**src/rtl/instr_prefetch_buffer_pkg.sv**
```systemverilog
// rtl/instr_prefetch_buffer_pkg.sv - shared FSM encodings and defaults for the instruction prefetch buffer
package instr_prefetch_buffer_pkg;

  localparam int DEPTH_DEF = 8;
  localparam int PC_W_DEF  = 10;
  localparam int IW_DEF    = 32;

  // Canonical no-op (addi x0,x0,0) for consumers that need a filler word.
  localparam logic [31:0] NOP_WORD = 32'h0000_0013;

  typedef enum logic [1:0] {
    S_RUN   = 2'd0,
    S_FULL  = 2'd1,
    S_FLUSH = 2'd2
  } ipb_state_e;

endpackage

```
**src/rtl/instr_prefetch_buffer_if.sv**
```systemverilog
// rtl/instr_prefetch_buffer_if.sv - redirect, IMEM and decode-side signal bundle of the prefetch buffer
interface ipb_if
  import instr_prefetch_buffer_pkg::*;
#(
  parameter int DEPTH = DEPTH_DEF,
  parameter int PC_W  = PC_W_DEF,
  parameter int IW    = IW_DEF
);
  localparam int CW = $clog2(DEPTH) + 1;

  logic            redirect;
  logic [PC_W-1:0] redirect_pc;
  logic [PC_W-1:0] imem_addr;
  logic            imem_req;
  logic [IW-1:0]   imem_data;
  logic            deq_ready;
  logic            deq_valid;
  logic [IW-1:0]   instr_out;
  logic [PC_W-1:0] pc_out;
  logic            full;
  logic            empty;
  logic [CW-1:0]   count;

  modport slave (
    input  redirect, redirect_pc, imem_data, deq_ready,
    output imem_addr, imem_req, deq_valid, instr_out, pc_out, full, empty, count
  );

  modport master (
    output redirect, redirect_pc, imem_data, deq_ready,
    input  imem_addr, imem_req, deq_valid, instr_out, pc_out, full, empty, count
  );

endinterface

```
**src/rtl/instr_prefetch_buffer_fifo_mem.sv**
```systemverilog
// rtl/instr_prefetch_buffer_fifo_mem.sv - circular DEPTH-entry store with read/write pointers and count
module ipb_fifo_mem #(
  parameter int DEPTH = 8,
  parameter int W     = 42,
  localparam int AW   = $clog2(DEPTH),
  localparam int CW   = $clog2(DEPTH) + 1
) (
  input  logic          clk,
  input  logic          rst,
  input  logic          clr_i,
  input  logic          wr_en_i,
  input  logic [W-1:0]  wr_data_i,
  input  logic          rd_en_i,
  output logic [W-1:0]  rd_data_o,
  output logic [CW-1:0] count_o
);

  logic [W-1:0]  mem_q [DEPTH];
  logic [AW-1:0] wr_ptr_q, wr_ptr_d;
  logic [AW-1:0] rd_ptr_q, rd_ptr_d;
  logic [CW-1:0] count_q, count_d;

  // DEPTH is a power of two, so pointer overflow is the modulo wrap.
  always_comb begin
    wr_ptr_d = wr_ptr_q;
    rd_ptr_d = rd_ptr_q;
    count_d  = count_q;
    if (clr_i) begin
      wr_ptr_d = '0;
      rd_ptr_d = '0;
      count_d  = '0;
    end else begin
      if (wr_en_i) wr_ptr_d = wr_ptr_q + AW'(1);
      if (rd_en_i) rd_ptr_d = rd_ptr_q + AW'(1);
      case ({wr_en_i, rd_en_i})
        2'b10:   count_d = count_q + CW'(1);
        2'b01:   count_d = count_q - CW'(1);
        default: count_d = count_q;
      endcase
    end
  end

  always_ff @(posedge clk) begin
    if (!rst) begin
      wr_ptr_q <= '0;
      rd_ptr_q <= '0;
      count_q  <= '0;
    end else begin
      wr_ptr_q <= wr_ptr_d;
      rd_ptr_q <= rd_ptr_d;
      count_q  <= count_d;
    end
  end

  always_ff @(posedge clk) begin
    if (wr_en_i && !clr_i) mem_q[wr_ptr_q] <= wr_data_i;
  end

  assign rd_data_o = mem_q[rd_ptr_q];
  assign count_o   = count_q;

endmodule

```
**src/rtl/instr_prefetch_buffer.sv**
```systemverilog
// rtl/instr_prefetch_buffer.sv - fetch PC, IMEM request/response tracking and redirect FSM over the FIFO
// IPB_BYPASS_EN: when defined, a response arriving at an empty buffer is presented in the same cycle.
module instr_prefetch_buffer
  import instr_prefetch_buffer_pkg::*;
#(
  parameter int DEPTH = DEPTH_DEF,
  parameter int PC_W  = PC_W_DEF,
  parameter int IW    = IW_DEF
) (
  input logic  clk,
  input logic  rst,
  ipb_if.slave bus
);

  localparam int CW = $clog2(DEPTH) + 1;
  localparam int EW = IW + PC_W;
  localparam logic [CW:0] DEPTH_W = (CW+1)'(DEPTH);

  ipb_state_e      state_q, state_d;
  logic [PC_W-1:0] fetch_pc_q, fetch_pc_d;
  logic [PC_W-1:0] req_pc_q, req_pc_d;
  logic            inflight_q, inflight_d;

  logic [CW-1:0]   fifo_count;
  logic [EW-1:0]   head;
  logic [CW:0]     occ;
  logic [CW:0]     occ_nx;
  logic            req, resp_live, bypass, fifo_wr, fifo_rd, fire;

  // Occupancy includes the slot reserved by an outstanding request.
  assign occ       = (CW+1)'(fifo_count) + (CW+1)'(inflight_q);
  assign req       = rst & (state_q == S_RUN) & ~bus.redirect & (occ < DEPTH_W);
  assign resp_live = inflight_q & ~bus.redirect;

`ifdef IPB_BYPASS_EN
  assign bypass = resp_live & (fifo_count == '0) & bus.deq_ready;
`else
  assign bypass = 1'b0;
`endif

  assign fifo_wr = resp_live & ~bypass;
  assign fire    = bus.deq_valid & bus.deq_ready & ~bus.redirect;
  assign fifo_rd = fire & ~bypass;

  ipb_fifo_mem #(
    .DEPTH (DEPTH),
    .W     (EW)
  ) u_fifo (
    .clk       (clk),
    .rst       (rst),
    .clr_i     (bus.redirect),
    .wr_en_i   (fifo_wr),
    .wr_data_i ({bus.imem_data, req_pc_q}),
    .rd_en_i   (fifo_rd),
    .rd_data_o (head),
    .count_o   (fifo_count)
  );

  always_comb begin
    state_d    = state_q;
    fetch_pc_d = fetch_pc_q;
    req_pc_d   = req_pc_q;
    inflight_d = req;
    occ_nx     = (CW+1)'(fifo_count) + (CW+1)'(fifo_wr) - (CW+1)'(fifo_rd) + (CW+1)'(req);
    if (req) begin
      fetch_pc_d = fetch_pc_q + PC_W'(1);
      req_pc_d   = fetch_pc_q;
    end
    if (bus.redirect) begin
      state_d    = S_FLUSH;
      fetch_pc_d = bus.redirect_pc;
      inflight_d = 1'b0;
    end else begin
      state_d = (occ_nx == DEPTH_W) ? S_FULL : S_RUN;
    end
  end

  always_ff @(posedge clk) begin
    if (!rst) begin
      state_q    <= S_RUN;
      fetch_pc_q <= '0;
      req_pc_q   <= '0;
      inflight_q <= 1'b0;
    end else begin
      state_q    <= state_d;
      fetch_pc_q <= fetch_pc_d;
      req_pc_q   <= req_pc_d;
      inflight_q <= inflight_d;
    end
  end

  always_comb begin
    bus.instr_out = '0;
    bus.pc_out    = '0;
    if (bypass) begin
      bus.instr_out = bus.imem_data;
      bus.pc_out    = req_pc_q;
    end else if (fifo_count != '0) begin
      bus.instr_out = head[EW-1:PC_W];
      bus.pc_out    = head[PC_W-1:0];
    end
  end

  assign bus.imem_addr = fetch_pc_q;
  assign bus.imem_req  = req;
  assign bus.deq_valid = (fifo_count != '0) | bypass;
  assign bus.full      = (fifo_count == CW'(DEPTH));
  assign bus.empty     = (fifo_count == '0);
  assign bus.count     = fifo_count;

endmodule

```
**src/flat_wrapper.sv**
```systemverilog
// flat-port wrapper written by rule: the top's interface ports become plain ports
module instr_prefetch_buffer_flat import instr_prefetch_buffer_pkg::*;
#(
  parameter int DEPTH = DEPTH_DEF,
  parameter int PC_W  = PC_W_DEF,
  parameter int IW    = IW_DEF
)
  (clk, rst, bus_redirect, bus_redirect_pc, bus_imem_data, bus_deq_ready, bus_imem_addr, bus_imem_req, bus_deq_valid, bus_instr_out, bus_pc_out, bus_full, bus_empty, bus_count);
  ipb_if #(.DEPTH(DEPTH), .PC_W(PC_W), .IW(IW)) bus_i ();
  input logic clk;
  input logic rst;
  input wire logic [$bits(bus_i.redirect)-1:0] bus_redirect;
  input wire logic [$bits(bus_i.redirect_pc)-1:0] bus_redirect_pc;
  input wire logic [$bits(bus_i.imem_data)-1:0] bus_imem_data;
  input wire logic [$bits(bus_i.deq_ready)-1:0] bus_deq_ready;
  output wire logic [$bits(bus_i.imem_addr)-1:0] bus_imem_addr;
  output wire logic [$bits(bus_i.imem_req)-1:0] bus_imem_req;
  output wire logic [$bits(bus_i.deq_valid)-1:0] bus_deq_valid;
  output wire logic [$bits(bus_i.instr_out)-1:0] bus_instr_out;
  output wire logic [$bits(bus_i.pc_out)-1:0] bus_pc_out;
  output wire logic [$bits(bus_i.full)-1:0] bus_full;
  output wire logic [$bits(bus_i.empty)-1:0] bus_empty;
  output wire logic [$bits(bus_i.count)-1:0] bus_count;
  assign bus_i.redirect = bus_redirect;
  assign bus_i.redirect_pc = bus_redirect_pc;
  assign bus_i.imem_data = bus_imem_data;
  assign bus_i.deq_ready = bus_deq_ready;
  assign bus_imem_addr = bus_i.imem_addr;
  assign bus_imem_req = bus_i.imem_req;
  assign bus_deq_valid = bus_i.deq_valid;
  assign bus_instr_out = bus_i.instr_out;
  assign bus_pc_out = bus_i.pc_out;
  assign bus_full = bus_i.full;
  assign bus_empty = bus_i.empty;
  assign bus_count = bus_i.count;
  instr_prefetch_buffer #(.DEPTH(DEPTH), .PC_W(PC_W), .IW(IW)) u_core (.clk(clk), .rst(rst), .bus(bus_i));
endmodule
```
**config.mk**
```make
export PLATFORM = sky130hd
export DESIGN_NAME = instr_prefetch_buffer_flat
export DESIGN_NICKNAME = d
export VERILOG_FILES = /design/src/rtl/instr_prefetch_buffer_pkg.sv /design/src/rtl/instr_prefetch_buffer_if.sv /design/src/rtl/instr_prefetch_buffer_fifo_mem.sv /design/src/rtl/instr_prefetch_buffer.sv /design/src/flat_wrapper.sv
export SDC_FILE = /design/constraint.sdc
export NUM_CORES = 1
export LEC_CHECK = 0
export CAP_MARGIN = 25
export CORE_MARGIN = 4
export CORE_UTILIZATION = 55
export CTS_CLUSTER_SIZE = 24
export DETAILED_ROUTE_END_ITERATION = 12
export GPL_TIMING_DRIVEN = 0
export PLACE_DENSITY_LB_ADDON = 0.2
export SYNTH_ARGS = -nofsm -noshare
export SYNTH_HDL_FRONTEND = slang
export SYNTH_SLANG_ARGS = --single-unit
```
**constraint.sdc**
```tcl
create_clock -name clk -period 10.35 [get_ports clk]
set_input_delay 2.07 -clock clk [delete_from_list [all_inputs] [get_ports clk]]
set_output_delay 2.07 -clock clk [all_outputs]
set_load 0.05 [all_outputs]
```
==> flow_metrics.py, run 1 <==
metrics = {
    "synthesis": {
        "muxShareOfSynthArea": 0.161,
        "synth_top_family_by_area": "multiplexers",
        "synth-xor-area-share": 0.00419,
        "synth_cells": 760,
        "netlist-cell-type-count": 43,
        "synth-edff-count": 336,
        "area_of_the_mapped_netlist_mm2": 0.0146,
        "yosysSeqAreaShare": 0.739,
        "yosys_warnings": 0,
        "yosys-top-cells-area": "sky130_fd_sc_hd__edfxtp_1 69%, sky130_fd_sc_hd__mux4_2 13%, sky130_fd_sc_hd__dfxtp_1 4.9%",
        "synth.ff_latch_count": 372,
        "synth_ff_type": "sky130_fd_sc_hd__edfxtp_1",
        "synthDominantAreaCellType": "sky130_fd_sc_hd__edfxtp_1",
        "postSynthAreaPerCell_um2": 19.2,
        "fraction_of_post_synthesis_cell_area_in_the_top_cell_type_by_area": 0.690,
        "synthSimpleGateAreaFrac": 0.0394,
        "synthAdderAreaFrac": 0.0152,
        "synth_compound_area_frac": 0.0264,
        "synth_async_sr_flop_share": 0,
        "mappedNetlistNets": 822,
    },
    "global_routing": {
        "first_pass_grt_wire_length_um": 46800,
        "track_usage": 0.211,
        "grt_start_max_net_pins": 24,
        "antenna_found_initial": 1,
        "grt_remaining_overflow": 0,
        "grt_pass1_vias": 8083,
    },
    "power_and_ir_drop": {
        "max_ir_drop_vdd_v": 0.0000996,
        "leakagePower_nw": 5.40,
        "switching_share": 0.196,
        "power_frac_clock": 0.425,
        "power_frac_comb": 0.033,
        "net_switching_power_w": 0.000598,
        "power.share.sequential": 0.542,
        "power_density_mw_per_mm2": 173,
        "power.total_w": 0.00305,
        "internal_power_w": 0.00245,
    },
    "cts": {
        "hold_buffers": 0,
        "clk_pin_slew_ns": 0.06,
        "tritoncts_num_sinks": 372,
        "cts_made_buffers": 37,
        "cts_resized": 0,
        "postCtsSetupRepairBufs": 0,
        "cts-htree-levels": 2,
        "clock_tree_from_tritoncts": "done",
        "clk_root_buffer_cell": "sky130_fd_sc_hd__clkbuf_16",
        "cts.path.max_buffers": 3,
        "clk_latency_ns": 0.52,
    },
    "timing": {
        "totalNegativeSetupSlack_ns": 0,
        "timing_hold_violations_final": 0,
        "timing.final.crit_share": 0.657,
        "worstMarginPinSlew_ns": 0.927,
        "worst_clock_skew_ns": 0.0183,
        "setup_viol_count_final": 0,
        "achievable-frequency_mhz": 147,
        "relSlewSlack": 0.382,
        "fin_crit_ns": 6.80,
        "rsz0062_at_grt": "no",
        "slew_viol_final": 0,
    },
    "floorplanning": {
        "count_of_standard_cell_rows": 59,
        "dieArea_mm2": 0.0293,
        "die_h_um": 171,
        "io_pins": 106,
        "initial_core_util": 0.560,
        "chipWidth_um": 171,
        "coreArea_mm2": 0.0261,
    },
    "detailed_routing": {
        "wire_per_inst_um": 23.2,
        "ant_nets": 0,
        "drt_drc_violations_left": 0,
        "drt_wl_total_um": 29800,
        "drtPass1Iterations": 5,
        "vias": 7632,
        "route.detailed.vias_per_inst": 5.95,
        "drt_iter0_markers": 745,
    },
    "min_path": {
        "timing.hold.worst.class": "reg2reg",
    },
    "cells_and_area": {
        "num-nets-final": 982,
        "areaGrowthSynthToFinish_pct": 20.3,
        "layoutNonFillerInstCount": 1283,
        "post_layout_util": 0.673,
        "drive_above_1_share": 0.190,
    },
    "critical_path": {
        "critical_path_required_ns": 8.28,
        "max_stage_delay_ns": 0.74,
        "setup.worst_path.class": "in2out",
        "largest_fanout_of_any_net_on_the_critical_path": 10,
        "crit_chain": "clkdlybuf4s50_1 -> nand2b_1 -> clkbuf_1 -> clkbuf_1 -> nor2_1 -> clkdlybuf4s50_1",
        "worst_setup_path_end_kind": "output pin",
        "timing.critical_path.arrival_ns": 4.73,
        "worstSetupStartpointType": "primary input",
        "cpMaxStageDelayCell": "sky130_fd_sc_hd__clkdlybuf4s50_1",
    },
    "status": {
        "result_of_the_run": "complete, no violations",
    },
    "job": {
        "max_cap_violations": 0,
    },
    "placed_design": {
        "final_weighted_congestion_in_routability_driven_placement": 0.854,
        "placed_cells_incl_taps": 1216,
        "hpwlAfterDp_um": 18700,
        "io_buffers": 104,
    },
}
worst paths after layout:
check | from | end | slack, ns | cells after the start
worst max register to register | u_core.u_fifo.count_o[3] | u_core.state_q[0] | 6.36 | 14
worst min register to register | u_core.u_fifo.rd_ptr_q[1] | flip-flop | 0.50 | 2
worst max-delay path | bus_redirect | bus_imem_req | 3.55 | 6
worst min-delay path | u_core.u_fifo.rd_ptr_q[1] | flip-flop | 0.50 | 2
synth_stat cells, drive strengths merged, types with 4 or more instances:
| cell | instances |
|---|---|
| mux2i | 46 |
| a31oi | 7 |
| ha | 13 |
| buf | 25 |
| dfxtp | 36 |
| nand2b | 6 |
| edfxtp | 336 |
| or4 | 5 |
| nand3 | 17 |
| clkbuf | 14 |
| o31ai | 5 |
| mux4 | 84 |
| nand2 | 13 |
| nor3 | 4 |
| xor2 | 4 |
| a21oi | 16 |
| inv | 11 |
| nor2 | 65 |
| o21ai | 15 |
sequential cells by signal, indices dropped and copies added, names as in the netlist, named ones only:
signal and flops:
u_core.state_q 2, u_core.u_fifo.mem_q 336, u_core.u_fifo.wr_ptr_q 3, u_core.u_fifo.rd_ptr_q 3, u_core.bus.imem_addr 10, u_core.u_fifo.count_o 4
u_core.inflight_q 1, u_core.req_pc_q 10
critical path, delay by kind of cell:
family,cells,cell delay [ns]
buffers and inverters,4,2.20
and+or+nand+nor,2,0.45
stage by stage:
step | hold slack [ns] | cell area, um^2 | worst slack (ns)
floorplan | 0.454 | 14600 | 4.50
global placement | 0.472 | 16100 | 0.734
detailed placement | 0.492 | 16400 | 3.56
CTS | 0.503 | 17600 | 3.54
global route | 0.525 | 17600 | 3.36
finish | 0.499 | 17600 | 3.55
cell usage in the layout, fill, tap and decap left out, types with 15 or more instances in the layout:
master                            count
sky130_fd_sc_hd__a21oi_1             16
sky130_fd_sc_hd__buf_2               17
sky130_fd_sc_hd__clkbuf_1            24
sky130_fd_sc_hd__clkbuf_16           40
sky130_fd_sc_hd__clkdlybuf4s50_1    104
sky130_fd_sc_hd__dfxtp_1             36
sky130_fd_sc_hd__edfxtp_1           336
sky130_fd_sc_hd__mux2i_1             46
sky130_fd_sc_hd__mux4_2              84
sky130_fd_sc_hd__nand3_1             17
sky130_fd_sc_hd__nor2_1              59
sky130_fd_sc_hd__o21ai_0             15
routing by layer:
metal,GRT usage,routed length (um)
met2,0.353,15300
met5,0,0
met3,0.0349,1840
met4,0.0527,457
met1,0.297,12200
power groups by stage:
stage	Clock, W	Sequential (W)	Combinational, W
2_1_floorplan	0	0.00169	0.0000391
3_3_place_gp	0	0.00168	0.0000932
3_5_place_dp	0	0.00168	0.0000995
4_1_cts	0.00131	0.00165	0.000100
5_1_grt	0.00138	0.00165	0.000108
6_report	0.00129	0.00165	0.000100
layout make-up:
class	instances	area (um^2)
antenna	1	2.50
buffer	39	168
clock buffer	51	1050
clock inverter	15	138
fill	1698	8540
inverter	13	48.8
multi-input combinational	336	3650
sequential	372	10800
tap	335	419
timing repair buffer	121	1310
kinds of logic (layout without fill, tap and decap cells):
| kind of cell | Yosys count | after routing |
|---|---|---|
| DFF | 372 | 372 |
| xor gates and xnor gates | 7 | 7 |
| buffers and inverters | 52 | 239 |
| adders and majority gates | 16 | 16 |
| other | 0 | 1 |
| AOI/OAI and AO/OA | 59 | 59 |
| muxes | 130 | 130 |
| and+or+nand+nor | 124 | 124 |
Note: power is estimated with default switching activity, not from simulation.
==> run 2: changes to the inputs <==
--- a/config.mk
+++ b/config.mk
@@ -7,7 +7,7 @@
 export LEC_CHECK = 0
 export CAP_MARGIN = 25
 export CORE_MARGIN = 4
-export CORE_UTILIZATION = 55
+export CORE_UTILIZATION = 53
 export CTS_CLUSTER_SIZE = 24
 export DETAILED_ROUTE_END_ITERATION = 12
 export GPL_TIMING_DRIVEN = 0
==> constraint.sdc (replaced) <==
create_clock -name clk -period 5.6 [get_ports clk]
set_input_delay 1.12 -clock clk [delete_from_list [all_inputs] [get_ports clk]]
set_output_delay 1.12 -clock clk [all_outputs]
set_load 0.05 [all_outputs]
==> run 2 against run 1 <==
- setup slack lost 2.8 ns
- register-to-register slack lost 4.7 ns
- hold slack gained 0.015 ns
- highest routed layer unchanged
- sequential power grew 85%
- wire length grew 2.8%
- critical path type unchanged
- critical path depth is the same
==> flow_metrics.py, run 2 (same netlist as run 1, synthesis figures left out) <==
metrics = {
    "status": {
        "result_of_the_run": "complete, no violations",
    },
    "cts": {
        "clk_latency_ns": 0.52,
        "clock_tree_from_tritoncts": "done",
        "clk_root_buffer_cell": "sky130_fd_sc_hd__clkbuf_16",
        "hold_buffers": 0,
        "cts-htree-levels": 2,
        "tritoncts_num_sinks": 372,
        "cts_resized": 0,
        "cts_made_buffers": 37,
        "cts.path.max_buffers": 3,
        "clk_pin_slew_ns": 0.06,
        "postCtsSetupRepairBufs": 0,
    },
    "cells_and_area": {
        "areaGrowthSynthToFinish_pct": 20.7,
        "layoutNonFillerInstCount": 1293,
        "regMostFlops": "u_core.u_fifo.mem_q",
        "layout_common_cells": "336 x sky130_fd_sc_hd__edfxtp_1, 104 x sky130_fd_sc_hd__clkdlybuf4s50_1, 84 x sky130_fd_sc_hd__mux4_2, 59 x sky130_fd_sc_hd__nor2_1, 46 x sky130_fd_sc_hd__mux2i_1",
        "post_route_cell_area_mm2": 0.0176,
        "mostFrequentLayoutCell": "sky130_fd_sc_hd__edfxtp_1",
        "post_layout_util": 0.653,
        "antenna_cells": 0,
        "final.fill_count": 1807,
        "drive_above_1_share": 0.190,
        "num-nets-final": 986,
        "largest_reg_flops": 336,
    },
    "floorplanning": {
        "dieArea_mm2": 0.0303,
        "die_h_um": 174,
        "count_of_standard_cell_rows": 60,
        "io_pins": 106,
        "coreArea_mm2": 0.0270,
        "initial_core_util": 0.541,
        "chipWidth_um": 174,
    },
    "detailed_routing": {
        "drt_iter0_markers": 640,
        "wire_per_inst_um": 23.7,
        "vias": 7626,
        "drt_drc_violations_left": 0,
        "ant_nets": 0,
        "drtPass1Iterations": 5,
        "route.detailed.vias_per_inst": 5.90,
        "drt_wl_total_um": 30600,
    },
    "critical_path": {
        "worstSetupStartpointType": "primary input",
        "timing.critical_path.arrival_ns": 3.76,
        "setup.worst_path.class": "in2out",
        "timing.reg2reg.setup_slack_ns": 1.67,
        "largest_fanout_of_any_net_on_the_critical_path": 10,
        "r2r-end": "u_core.state_q[0]",
        "critical_path_required_ns": 4.48,
        "worst_setup_path_end_kind": "output pin",
        "r2r_cells": 14,
        "r2r_start": "u_core.u_fifo.count_o[3]",
    },
    "global_routing": {
        "grt.busiest_layer": "met2",
        "antenna_found_initial": 0,
        "track_usage": 0.205,
        "grt_pass1_vias": 8317,
        "grt_start_max_net_pins": 25,
        "grt.met3_usage": 0.0378,
        "grt_remaining_overflow": 0,
        "first_pass_grt_wire_length_um": 48200,
        "grtUsageMet2": 0.353,
        "grt_util_met1": 0.277,
    },
    "timing": {
        "worst_clock_skew_ns": 0.0175,
        "achievable-frequency_mhz": 205,
        "relSlewSlack": 0.354,
        "timing_hold_violations_final": 0,
        "rsz0062_at_grt": "no",
        "totalNegativeSetupSlack_ns": 0,
        "worstMarginPinSlew_ns": 0.969,
        "final_worst_setup_slack_ns": 0.723,
        "setup_viol_count_final": 0,
        "timing.final.crit_share": 0.871,
        "fin_crit_ns": 4.88,
        "slew_viol_final": 0,
    },
    "min_path": {
        "worstHoldPathCells": 2,
        "hold_path.startpoint": "u_core.u_fifo.rd_ptr_q[1]",
        "timing.hold.worst.class": "reg2reg",
    },
    "placed_design": {
        "io_buffers": 104,
        "placed_cells_incl_taps": 1226,
        "dp_worst_setup_slack_ns": 0.753,
        "hpwlAfterDp_um": 19500,
        "final_weighted_congestion_in_routability_driven_placement": 0.830,
        "placedInstanceArea_mm2": 0.0165,
    },
    "job": {
        "max_cap_violations": 0,
    },
    "power_and_ir_drop": {
        "leakagePower_nw": 5.42,
        "power_density_mw_per_mm2": 315,
        "max_ir_drop_vdd_v": 0.000198,
    },
}
==> run 2: cell types whose count changed in the layout (fill, tap and decap cells not counted), moves of 2 or more <==
cell	change
sky130_fd_sc_hd__buf_12	-2
sky130_fd_sc_hd__buf_16	+5
sky130_fd_sc_hd__buf_6	+2
sky130_fd_sc_hd__buf_8	-2
sky130_fd_sc_hd__clkbuf_1	+4
sky130_fd_sc_hd__clkinv_2	+2
sky130_fd_sc_hd__clkinvlp_4	-2
==> run 2: per-layer routing <==
metal,wire length [um],share of wire
met1,12700,0.41
met4,438,0.014
met2,15900,0.52
met5,0,0
met3,1620,0.053
==> run 2: worst max-delay path by stage <==
| stage | start | to | cells past startpoint |
|---|---|---|---|
| final | bus_redirect | bus_imem_req | 6 |
| after global routing | bus_redirect | bus_imem_req | 6 |
| after CTS | bus_redirect | bus_imem_req | 6 |
| after detailed placement | bus_redirect | bus_imem_req | 6 |
| after global placement | bus_redirect | u_core.u_fifo.mem_q[0][39] | 4 |
| after floorplan | bus_redirect | u_core.u_fifo.mem_q[0][0] | 3 |
==> run 2: worst max-delay path, cell delays in order <==
cell and delay (ns):
sky130_fd_sc_hd__clkdlybuf4s50_1 0.63, sky130_fd_sc_hd__nand2b_1 0.31, sky130_fd_sc_hd__clkbuf_1 0.36, sky130_fd_sc_hd__clkbuf_1 0.43, sky130_fd_sc_hd__nor2_1 0.16, sky130_fd_sc_hd__clkdlybuf4s50_1 0.75
==> run 2: final cells by class <==
cell class | count | area [um^2] | share of cell area
Clock buffer | 54 | 1040 | 0.0591
Clock inverter | 13 | 93.8 | 0.00532
Inverter | 13 | 48.8 | 0.00277
Timing Repair Buffer | 125 | 1400 | 0.0795
Multi-Input combinational cell | 336 | 3650 | 0.207
Buffer | 39 | 168 | 0.00950
Sequential cell | 372 | 10800 | 0.613
Tap cell | 341 | 427 | 0.0242
==> run 2: through the flow <==
step	power, W	hold WS, ns
after global placement	0.00328	0.477
after global routing	0.00574	0.521
after CTS	0.00560	0.513
final	0.00556	0.514
after floorplan	0.00320	0.454
after detailed placement	0.00330	0.500
==> run 2: power by group <==
group / switching (W) / total [W] / internal, W
logic: 0.000111 / 0.000185 / 0.0000744
registers: 0.0000175 / 0.00305 / 0.00303
clock network: 0.000981 / 0.00232 / 0.00134
total: 0.00111 / 0.00556 / 0.00445
